==> src/rtl/perf_event_counter.sv <==
// Pipeline performance monitor: NUM_EVT saturating event counters plus a
// cycle counter, gated by a run/stop FSM, with a one-cycle readout port.
module perf_event_counter #(
    parameter int NUM_EVT    = 4,
    parameter int CNT_W      = 32,
    parameter int MAX_CYCLES = 30,
    parameter int SEL_W      = $clog2(NUM_EVT+1)
) (
    input  logic               clk_i,
    input  logic               rst_i,
    input  logic               start_i,
    input  logic               clr_i,
    input  logic [NUM_EVT-1:0] evt_i,
    input  logic               rd_req_i,
    input  logic [SEL_W-1:0]   rd_sel_i,
    output logic [CNT_W-1:0]   rd_data_o,
    output logic               rd_valid_o,
    output logic               running_o,
    output logic               done_o,
    output logic [NUM_EVT:0]   ovf_o
);

    typedef enum logic [1:0] {IDLE, RUN, DONE} state_t;

    localparam logic [CNT_W-1:0] ONE   = CNT_W'(1);
    localparam logic [CNT_W-1:0] ALL1  = '1;
    localparam logic [CNT_W-1:0] LIMIT = CNT_W'(MAX_CYCLES);

    state_t           state_q;
    state_t           state_d;
    logic [CNT_W-1:0] cnt_q [NUM_EVT+1];
    logic [NUM_EVT:0] ovf_q;
    logic [NUM_EVT:0] inc;
    logic             counting;
    logic             hit_lim;
    logic [CNT_W-1:0] rd_word;

    always_comb begin
        counting = (state_q == RUN) && start_i;
        inc      = {1'b1, evt_i} & {(NUM_EVT+1){counting}};
        // A saturated cycle counter never reaches the limit by wrapping
        hit_lim  = (MAX_CYCLES != 0) && counting &&
                   (cnt_q[NUM_EVT] != ALL1) &&
                   (cnt_q[NUM_EVT] + ONE == LIMIT);
    end

    always_comb begin
        state_d = state_q;
        unique case (state_q)
            IDLE:    if (start_i) state_d = RUN;
            RUN:     if (hit_lim) state_d = DONE;
            DONE:    state_d = DONE;
            default: state_d = IDLE;
        endcase
    end

    always_comb begin
        rd_word = '0;
        for (int k = 0; k <= NUM_EVT; k++) begin
            if (rd_sel_i == SEL_W'(k)) rd_word = cnt_q[k];
        end
    end

    always_ff @(posedge clk_i) begin
        if (rst_i) begin
            state_q    <= IDLE;
            ovf_q      <= '0;
            rd_valid_o <= 1'b0;
            rd_data_o  <= '0;
            for (int k = 0; k <= NUM_EVT; k++) cnt_q[k] <= '0;
        end else if (clr_i) begin
            state_q    <= IDLE;
            ovf_q      <= '0;
            rd_valid_o <= 1'b0;
            for (int k = 0; k <= NUM_EVT; k++) cnt_q[k] <= '0;
        end else begin
            state_q    <= state_d;
            rd_valid_o <= rd_req_i;
            if (rd_req_i) rd_data_o <= rd_word;
            for (int k = 0; k <= NUM_EVT; k++) begin
                if (inc[k]) begin
                    if (cnt_q[k] != ALL1) cnt_q[k] <= cnt_q[k] + ONE;
                    // Flag on reaching all-ones as well as on a blocked increment
                    if (cnt_q[k] >= ALL1 - ONE) ovf_q[k] <= 1'b1;
                end
            end
        end
    end

    assign running_o = counting;
    assign done_o    = (state_q == DONE);
    assign ovf_o     = ovf_q;

endmodule
==> config.mk <==
export PLATFORM = sky130hd
export DESIGN_NAME = perf_event_counter
export DESIGN_NICKNAME = d
export VERILOG_FILES = /design/src/rtl/perf_event_counter.sv
export SDC_FILE = /design/constraint.sdc
export NUM_CORES = 1
export LEC_CHECK = 0
export CAP_MARGIN = 5
export CORE_ASPECT_RATIO = 0.8
export CORE_UTILIZATION = 66
export CTS_CLUSTER_DIAMETER = 60
export DETAILED_ROUTE_END_ITERATION = 10
export GPL_ROUTABILITY_DRIVEN = 0
export PLACE_DENSITY = 0.95
export SYNTH_ARGS = -nofsm -noshare
export SYNTH_HDL_FRONTEND = slang
export SYNTH_SLANG_ARGS = --single-unit
==> constraint.sdc <==
create_clock -name clk_i -period 6.05 [get_ports clk_i]
set_input_delay 0.605 -clock clk_i [delete_from_list [all_inputs] [get_ports clk_i]]
set_output_delay 0.605 -clock clk_i [all_outputs]
set_load 0.01 [all_outputs]
# Word level (Yosys, flattened, before mapping)
# Memory sizes are Yosys's and may differ from the RTL's.
# Cells that the tools add are included.
# op_classes
addsub	5
magnitude_cmp	5
n_eq_ne	14
mux	48
n_bitwise	12
n_reduce_logical	13
# op_table
operator	n
$mux W32	15
$add A32 B1 Y32 const B	5
$ge A32 B32 Y1 const B	5
$ne A32 B32 Y1 const B	5
$eq A32 B5 Y1 const B	1
$mux W1	30
$reduce_and A2 Y1	7
$or A1 B1 Y1	10
$eq A3 B2 Y1 const B	2
$pmux W2 S3	1
$and A5 B5 Y5	1
$mux W2	2
$ne A2 B2 Y1 const B	2
$eq A3 B1 Y1 const B	1
$eq A3 B3 Y1 const B	1
$logic_and A1 B1 Y1	3
$logic_not A3 Y1	1
$eq A2 B1 Y1 const B	1
$eq A2 B2 Y1 const B	1
$logic_not A2 Y1	1
$reduce_or A2 Y1	1
$not A1 Y1	1
# word_totals
reg_bits	40
mem_bits_rw	160
in_bits	12
out_inout_bits	40
elab_cells	106
memories	1
# mem_list
name	depth	word_bits	rd	rd_ports_with_merged_regs	wr	line	text
cnt_q	5	32	5	0	5	31	logic [CNT_W-1:0] cnt_q [NUM_EVT+1];

# Logic depth before layout (Yosys ltp)
# logic_depth
depth_word	8
mapped_depth	12

# Least setup slack after synthesis
# Ideal clock, no wire load.
# synth_path
path_kind	input to register
startpoint	in rst_i
endpoint	mem cnt_q[3][4], in the netlist cnt_q[0][100] (enable)
arrival_ns	3.573
required_time_ns	5.584
slack_ns	2.012
cell_stages	4
path_buffers	1
cell_sequence	clkbuf_1 > nor3_1 > nand2_1 > o21ai_0
# synth_rtl
element	line	text
start: declaration	10	input logic rst_i,
end: declaration	31	

==> qor.txt <==
status: finished clean
Most common cell on crit path: nand3_1
R2R Setup Slk: 2.18 ns
max-cap violations: 0
hpwl dp: 20.5 mm
crit start category: flop
crit path cell chain: ha_1 -> nand3_1 -> nor4_2 -> and2_1 -> nand2_1 -> nand3_1 -> and3b_4 -> buf_4 -> nor2_1
row count: 43
final hold vios: 0
GRT Total Usage: 35.2%
Hold Path Class: reg2reg
final setup fails: 0
Clk Latency, worst-skew pair: 0.45 ns
Post-Syn Instances: 1214
nets: 1250
Max clock buf depth: 2
residual DRC count: 0
number of global-route vias before repair: 9183
Fill cells: 1127
syn_nets: 1241
Syn Area/Cell: 9.68 um^2
Layout area overhead: 9.43%
crit-path max FO: 77
Max-slew headroom: 30.5%
Starting Density: 67.6%
CTS tree: done
crit path kind: reg2reg
Sink Count: 200
Routed Antenna Nets: 0
Hold Path Depth: 2
total core area: 0.0174 mm^2
R2R cell count: 9
placed inst area: 0.0123 mm^2
TritonCTS Buffers: 17
die area: 0.0183 mm^2
Slew Limit Fails: 0
Port Buffers: 51
post_cts resized: 0
Synth cell types: 56
routed vias/inst: 6.76
gr ovfl total: 0
layout cells sized above 1: 5.50%
EDFF count, synth: 160
period utilisation layout: 64.0%
cell taking the most area after synthesis: edfxtp_1
Power Density: 244 mW/mm^2
Yosys top cell area share: 40.9%
number of diodes: 0
H-tree depth: 4
Top Family by Delay on Critical Path: simple AND/OR/NAND/NOR gates
CTS Hold Bufs: 0
register area share after synthesis: 47.7%
Worst Path Buf+Inv: 1
highest cell delay on the worst timing path: 0.90 ns
chip width: 151 um
1st-pass router iterations: 7
crit path DAT: 4.06 ns
fin area: 0.0129 mm^2
Lkg Pwr: 0.00425 uW
Die Y: 121 um
Final Skew: 0.00904 ns
Routed WL: 30.6 mm
Synth Flop Type: edfxtp_1
fmax: 0.258 GHz
CTS clk-pin slew, worst paths: 0.08 ns
RSZ-0062 raised after global routing: false
WL/cell: 20.9 um
largest net degree at the start of global routing: 78
synthesized area: 0.0117 mm^2
Worst EP required: 6.24 ns
Total Neg Setup Slack: 0 ns
number of synthesized register bits: 200
VDD IR max: 0.201 mV
drt first-iter violations: 1664
Synth area leaders: edfxtp_1 41%, nor2_1 8.4%, xor2_1 6.9%, dfxtp_1 6.8%, xnor2_1 4.2%
Setup Fix Bufs, Post-CTS: 0
Crit. path cell count: 9
Crit. End Element: flop
Slew @ Worst Pin: 1.04 ns
initial antenna violation count: 1
first-pass GRT wire length: 48.9 mm
I/O pin count: 52
asr flop ratio synth: 0%
yosys warns: 0
vias post-DR: 9873
clk root buf: clkbuf_16
critical path's slowest cell: and3b_4
fin crit period: 3.87 ns
sequential cells by signal, indices dropped and copies added, names as in the netlist:
register    count
cnt_q         160
rd_data_o      32
ovf_o           5
state_q         2
rd_valid_o      1
cell type report:
cell class / count / area [um^2] / area share (%)
Clock inverter: 12 / 98.8 / 0.769
Sequential cell: 200 / 5610 / 43.6
Clock buffer: 20 / 500 / 3.89
Tap cell: 225 / 282 / 2.19
Timing Repair Buffer: 66 / 618 / 4.81
Inverter: 20 / 75.1 / 0.584
Multi-Input combinational cell: 918 / 5680 / 44.2
path summary, 6_finish.rpt:
path / endpoint / startpoint
max: cnt_q[0][127] / cnt_q[0][64]
min: rd_data_o[28] / rd_data_o[28]
max reg2reg: cnt_q[0][127] / cnt_q[0][64]
min reg2reg: rd_data_o[28] / rd_data_o[28]
cell usage in the layout, fill, tap and decap left out, drive strengths merged, types with 20 or more instances in the layout:
master           n
a21oi           29
nand3           85
nor3            20
o221ai          26
dfxtp           40
o21ai           33
nor2           263
nand4           45
nand2           68
clkdlybuf4s50   50
xor2            93
edfxtp         160
mux2i           29
xnor2           57
inv             26
a22oi           26
clkbuf          20
and3            23
worst reg2reg max path: cells and delay by family, from the launching register on:
family,cells,cell delay (ns)
AND/OR/NAND/NOR,7,2.38
buffers and inverters,1,0.52
flip-flops,1,0.47
adder cells (fa/ha/maj),1,0.23
metrics by stage:
| step | std cells | util (%) | hold slack (ns) | worst slack [ns] | power (uW) |
|---|---|---|---|---|---|
| after detailed placement | 1429 | 70.5 | 0.496 | 2.20 | 1990 |
| after floorplan | 1214 | - | 0.509 | 2.01 | 1880 |
| final | 1461 | 74.0 | 0.500 | 2.18 | 3130 |
| after global placement | 1429 | 70.5 | 0.485 | 2.29 | 1970 |
| after CTS | 1461 | 74.0 | 0.506 | 2.29 | 3120 |
| after global routing | 1461 | 74.0 | 0.528 | 1.97 | 3220 |
Yosys cell counts, types with 8 or more instances:
library cell	n
nor2_1	263
edfxtp_1	160
xor2_1	93
nand3_1	83
nand2_1	68
xnor2_1	57
clkbuf_1	43
nand4_1	43
dfxtp_1	40
o21ai_0	33
a21oi_1	29
mux2i_1	29
a22oi_1	26
o221ai_1	26
and3_1	23
inv_1	20
nor3_1	18
and4_1	17
ha_1	15
buf_2	14
buf_6	11
nor4_1	10
and2_1	9
nand2b_1	8
metal layers:
layer | track usage (%) | vias up | part of all wire [%]
met3 | 6.84 | 118 | 12
met2 | 53.3 | 744 | 46
met1 | 48.4 | 4635 | 38
met5 | 0 | - | 0
met4 | 17.4 | 0 | 4.2
li1 | - | 4376 | -
kinds of logic (layout without fill, tap and decap cells):
logic type	Yosys count	count (layout)	share of synthesized area, %
compound gates	141	141	8.07
xor+xnor	150	150	11.2
fa+ha+maj	15	15	1.60
buf+inv	96	118	4.10
flops	200	200	47.7
mux	36	36	3.75
simple gates	576	576	23.6
power by group:
part	leakage [uW]	internal [uW]	switching (uW)	total, uW
clock	0.000298	610	546	1160
combinational	0.00184	122	179	301
sequential	0.00211	1560	111	1680
No activity file was read; power rests on OpenSTA's default activity.
